===== src/rtl/bf2_bundle_stage.sv =====
// bf2_bundle_stage: one radix-2 butterfly stage of the bundled-parallel FFT.
// Each beat carries LANES complex samples. Lane p is paired with lane p+STRIDE
// inside each group of 2*STRIDE lanes, producing a+b and a-b with one bit of
// growth (optionally halved with rounding). Results land in a 2-entry output
// buffer so the stage keeps full throughput under downstream backpressure.
module bf2_bundle_stage #(
  parameter int WIDTH  = 9,
  parameter int LANES  = 16,
  parameter int STRIDE = 4
) (
  input  logic                           clk,
  input  logic                           rst_n,
  input  logic                           in_valid,
  output logic                           in_ready,
  input  logic                           in_last,
  input  logic                           scale,
  input  logic [LANES*WIDTH-1:0]         din_R,
  input  logic [LANES*WIDTH-1:0]         din_Q,
  output logic                           out_valid,
  input  logic                           out_ready,
  output logic                           out_last,
  output logic [LANES*(WIDTH+1)-1:0]     dout_R,
  output logic [LANES*(WIDTH+1)-1:0]     dout_Q
);

  localparam int OW     = WIDTH + 1;
  localparam int VW     = LANES * OW;
  localparam int GROUPS = LANES / (2 * STRIDE);
  localparam logic signed [WIDTH+1:0] ONE = {{(WIDTH+1){1'b0}}, 1'b1};

  // Takes a WIDTH+2 sum/difference down to WIDTH+1 bits. Without halving the
  // top bit is a pure sign copy, so the truncation is exact; with halving we
  // add one and shift arithmetically, rounding ties toward +infinity.
  function automatic logic [OW-1:0] shapeResult(input logic signed [WIDTH+1:0] x,
                                                input logic halve);
    logic signed [WIDTH+1:0] rounded;
    rounded = (x + ONE) >>> 1;
    shapeResult = halve ? rounded[OW-1:0] : x[OW-1:0];
  endfunction

  logic [VW-1:0] calcR, calcQ;

  logic [VW-1:0] headR_q, headR_d, headQ_q, headQ_d;
  logic [VW-1:0] tailR_q, tailR_d, tailQ_q, tailQ_d;
  logic          headLast_q, headLast_d, tailLast_q, tailLast_d;
  logic [1:0]    count_q, count_d;
  logic          push, pop;

  // Butterfly array: one adder/subtractor pair per lane pair, I and Q apart.
  for (genvar g = 0; g < GROUPS; g++) begin : gGroup
    for (genvar i = 0; i < STRIDE; i++) begin : gPair
      localparam int P = g * 2 * STRIDE + i;
      localparam int Q = P + STRIDE;
      logic signed [WIDTH+1:0] aR, bR, aQ, bQ;
      assign aR = {{2{din_R[P*WIDTH+WIDTH-1]}}, din_R[P*WIDTH +: WIDTH]};
      assign bR = {{2{din_R[Q*WIDTH+WIDTH-1]}}, din_R[Q*WIDTH +: WIDTH]};
      assign aQ = {{2{din_Q[P*WIDTH+WIDTH-1]}}, din_Q[P*WIDTH +: WIDTH]};
      assign bQ = {{2{din_Q[Q*WIDTH+WIDTH-1]}}, din_Q[Q*WIDTH +: WIDTH]};
      assign calcR[P*OW +: OW] = shapeResult(aR + bR, scale);
      assign calcR[Q*OW +: OW] = shapeResult(aR - bR, scale);
      assign calcQ[P*OW +: OW] = shapeResult(aQ + bQ, scale);
      assign calcQ[Q*OW +: OW] = shapeResult(aQ - bQ, scale);
    end
  end

  // Handshake flags come only from the registered occupancy, so there is no
  // combinational path from out_ready back to in_ready.
  assign in_ready  = (count_q != 2'd2);
  assign out_valid = (count_q != 2'd0);
  assign push      = in_valid && in_ready;
  assign pop       = out_valid && out_ready;

  // The head slot is always what is presented. Popping the only entry leaves
  // the head untouched, which is how the outputs hold the last popped beat.
  assign dout_R   = headR_q;
  assign dout_Q   = headQ_q;
  assign out_last = headLast_q;

  // Buffer next state: push fills the first free slot, pop shifts the tail
  // forward, and push+pop (only possible at occupancy 1) replaces the head.
  always_comb begin
    count_d    = count_q;
    headR_d    = headR_q;
    headQ_d    = headQ_q;
    headLast_d = headLast_q;
    tailR_d    = tailR_q;
    tailQ_d    = tailQ_q;
    tailLast_d = tailLast_q;
    if (push && !pop) begin
      count_d = count_q + 2'd1;
      if (count_q == 2'd0) begin
        headR_d    = calcR;
        headQ_d    = calcQ;
        headLast_d = in_last;
      end else begin
        tailR_d    = calcR;
        tailQ_d    = calcQ;
        tailLast_d = in_last;
      end
    end else if (!push && pop) begin
      count_d = count_q - 2'd1;
      if (count_q == 2'd2) begin
        headR_d    = tailR_q;
        headQ_d    = tailQ_q;
        headLast_d = tailLast_q;
      end
    end else if (push && pop) begin
      headR_d    = calcR;
      headQ_d    = calcQ;
      headLast_d = in_last;
    end
  end

  // Buffer registers; reset drops every buffered beat and clears the outputs.
  always_ff @(posedge clk or negedge rst_n) begin
    if (!rst_n) begin
      count_q    <= 2'd0;
      headR_q    <= '0;
      headQ_q    <= '0;
      headLast_q <= 1'b0;
      tailR_q    <= '0;
      tailQ_q    <= '0;
      tailLast_q <= 1'b0;
    end else begin
      count_q    <= count_d;
      headR_q    <= headR_d;
      headQ_q    <= headQ_d;
      headLast_q <= headLast_d;
      tailR_q    <= tailR_d;
      tailQ_q    <= tailQ_d;
      tailLast_q <= tailLast_d;
    end
  end

endmodule


===== config.mk =====
export PLATFORM = sky130hd
export DESIGN_NAME = bf2_bundle_stage
export DESIGN_NICKNAME = d
export VERILOG_FILES = /design/src/rtl/bf2_bundle_stage.sv
export SDC_FILE = /design/constraint.sdc
export NUM_CORES = 2
export LEC_CHECK = 0
export BUFFER_PORTS_ARGS = -buffer_cell sky130_fd_sc_hd__buf_2
export CAP_MARGIN = 5
export CORE_MARGIN = 8
export CORE_UTILIZATION = 50
export DETAILED_ROUTE_END_ITERATION = 8
export GPL_TIMING_DRIVEN = 0
export PLACE_DENSITY_LB_ADDON = 0.12
export RECOVER_POWER = 100
export SLEW_MARGIN = 20
export SYNTH_ARGS = -nofsm -noshare
export SYNTH_HDL_FRONTEND = slang
export SYNTH_SLANG_ARGS = --single-unit

===== constraint.sdc =====
create_clock -name clk -period 2.8 [get_ports clk]
set_clock_uncertainty 0.1 [all_clocks]
set_input_delay 0.84 -clock clk [delete_from_list [all_inputs] [get_ports clk]]
set_output_delay 0.84 -clock clk [all_outputs]
set_load 0.02 [all_outputs]

==> flow_summary.toml <==
[status]
status = "complete, but fails checks"
violations = "negative setup slack"

[route]
routedWlPerCell_um = 31.0
dr.pass1.iters = 9
dr.first_iter.drc_count = 7529
wirelength_mm = 251
num_vias = 53820
drc_errors = 0
ant_nets = 0
via_per_inst = 6.65

[sta]
fin_ws_ps = -331
tns_ps = -120270
max_freq_mhz = 319
timing.final.crit_period_ps = 3130
drv_slew = 0
setup_viol = 636
period_share = 1.12
whs_ps = 259
tightest_slew_ps = 1400
hold_viol_final = 0
slew_headroom = 0.0690
rsz0062_at_grt = "true"

[setup_path]
cp_max_fo = 10
arrival_ps = 3650
critPathKind = "flop to flop"
worstSetupStartpointType = "flop"
worst_ep_required_time_ps = 3320
crit_path_end_kind = "flop"

[global_routing]
use_met3 = 0.186
grt_pass1_vias = 50060
gr-total-overflow = 0
antenna_found_initial = 22
grt_pass1_wl_mm = 345
top_usage_layer = "met2"
grt_start_max_net_pins = 95
use_met1 = 0.531
grt_usage = 0.452
met2_usage = 0.654

[power]
comb_power_share = 0.565
power-per-cell-area_mw_per_mm2 = 978
leakagePower_uw = 0.0286
power.switching_uw = 31900
p_int_uw = 31700
p_clk_frac = 0.171
swShare = 0.501
power_frac_seq = 0.264
vdd_drop_max_mv = 0.649

[cts]
cts_tree = "built"
clk-insertion-delay-late_ps = 680
htreeDepth = 3
clock_sinks = 644
cts_root_buf = "clkbuf_16"
cts_inserted_buffers = 78
cts_buffer_depth = 3
clk_pin_slew_ps = 60

[logic_synthesis]
synth_area_per_cell_sq_um = 8.11
yosysSeqAreaShare = 0.341
synthMostInstantiatedCell = "nand2_1"
netlist_top_cells_area = "dfrtp_1 34%, ha_1 8.6%, o21ai_0 7.3%"
syn_area_sq_mm = 0.0472
ys_types = 92
ys_warn_count = 0
synth_top_cell_by_area = "dfrtp_1"
synth_edf_count = 0
syn_nets = 6471
synthCells = 5821
ys.flop_type = "dfrtp_1"
synth_top_area_frac = 0.341
synthArstFlopShare = 1.00
netlist_top_cells_count = "701 x nand2_1, 692 x o21ai_0, 644 x dfrtp_1"
ys_seq_elements = 644

[finish]
syn2layout_area_growth_pct = 37.7
nFillCells = 7631
drive_gt1_frac = 0.279
seqCellArea_sq_mm = 0.0161
final_util = 0.696
final_nets = 7408
multi_input_area_sq_mm = 0.0349

[hold_path]
hold_path.class = "primary input to asynchronous set/reset pin"

[floorplanning]
die_h_um = 323
die_w_um = 323
top_level_ports = 617
dieArea_sq_mm = 0.105
start_util = 0.505
core_area_sq_mm = 0.0935
rows = 112

[placement]
gp_congestion = 1.01
place_hpwl_mm = 179
portBuffers = 616
place_ws_ps = -1910

[flow_run]
maxCapViolCount = 0
-- power by group through the flow --
| stage | Clock, uW | Combinational, uW | Sequential (uW) |
|---|---|---|---|
| after detailed placement | 0 | 29300 | 16600 |
| final | 10900 | 35900 | 16800 |
| after floorplan | 0 | 14300 | 18400 |
| after global routing | 11100 | 36900 | 17100 |
| after global placement | 0 | 28700 | 16400 |
| after CTS | 10700 | 32200 | 16400 |
-- metrics by stage --
step,cells,power (uW),area [sq um]
6_report,8096,63600,65000
5_1_grt,8077,65100,65000
4_1_cts,7962,59300,62300
3_5_place_dp,7718,45800,56400
3_3_place_gp,7691,45100,55600
2_1_floorplan,5821,32700,51000
-- sequential cells by signal, indices dropped and copies added, names as in the netlist --
signal,flops
tailR_q,160
dout_R,160
tailQ_q,160
out_last,1
count_q,2
tailLast_q,1
dout_Q,160
-- critical path: stages (launching register included) --
cell and delay (ps):
dfrtp_1 400, or2_4 310, nand2_8 90, ha_1 380
nand2_2 350, clkbuf_4 360, clkbuf_4 270, clkbuf_8 290
a221oi_1 370, a21o_1 140
-- kinds of logic (layout without fill, tap and decap cells) --
group,after synthesis,in the layout,synth area share
compound gates,1982,1982,0.263
xor+xnor,203,203,0.0379
simple gates,1934,1934,0.194
fa+ha+maj,356,356,0.0994
flops,644,644,0.341
mux,56,56,0.0122
other cells,0,23,0
buf+inv,646,1644,0.0519
-- metal layers --
layer	up-vias	part of all wire
met5	-	0.0011
met4	15	0.099
met3	1196	0.15
met2	4085	0.41
met1	25749	0.34
li1	22775	-
-- worst paths after layout --
check / from / endpoint / slack [ps] / depth (start not counted)
worst max-delay path: count_q[1] / tailQ_q[3] / -330 / 9
max in group asynchronous: rst_n / dout_R[133] / 220 / 4
worst min register to register: tailR_q[57] / tailR_q[57] / 370 / 2
worst max register to register: count_q[1] / tailQ_q[3] / -330 / 9
min in group clk: in_last / tailLast_q / 280 / 3
worst min-delay path: rst_n / dout_Q[63] / 260 / 2
-- placed cells by master (no fill, tap or decap), types with 49 or more instances in the layout --
| master | synthesis | routed |
|---|---|---|
| clkbuf_16 | 0 | 105 |
| a21oi_1 | 455 | 393 |
| clkbuf_2 | 1 | 118 |
| nor3_1 | 100 | 77 |
| and3_1 | 122 | 113 |
| a31oi_1 | 73 | 55 |
| clkbuf_8 | 0 | 49 |
| o21ai_1 | 0 | 234 |
| buf_6 | 1 | 50 |
| a21o_1 | 112 | 112 |
| inv_1 | 282 | 219 |
| nor2_1 | 434 | 417 |
| nand3_1 | 134 | 115 |
| o21ai_0 | 692 | 416 |
| buf_4 | 0 | 220 |
| ha_1 | 324 | 246 |
| nor2b_1 | 75 | 51 |
| xnor2_2 | 0 | 50 |
| dfrtp_1 | 644 | 644 |
| buf_2 | 15 | 282 |
| nand2_1 | 701 | 641 |
| clkbuf_1 | 321 | 390 |
| o21a_1 | 55 | 55 |
| ha_4 | 0 | 67 |
| xnor2_1 | 137 | 64 |
| nand2b_1 | 75 | 60 |
| a211oi_2 | 1 | 51 |
-- timing repair --
item | in CTS | in global routing
hold buffers | 1 | 0
pin swaps | 147 | 207
cloned | 6 | 11
hold endpoints to repair | 47 | 0
setup buffers | 105 | 108
resized for setup | 598 | 584
endpoints found under the setup margin | 642 | 591
-- cell type report --
class	count	share of cell area
clock buffer	113	0.0364
multi-input combinational	4531	0.536
antenna	23	0.000885
tap	1254	0.0241
sequential	644	0.248
clock inverter	28	0.00462
buffer	348	0.0431
timing repair buffer	872	0.0859
inverter	283	0.0211
Power figures use the tool's default switching activity.
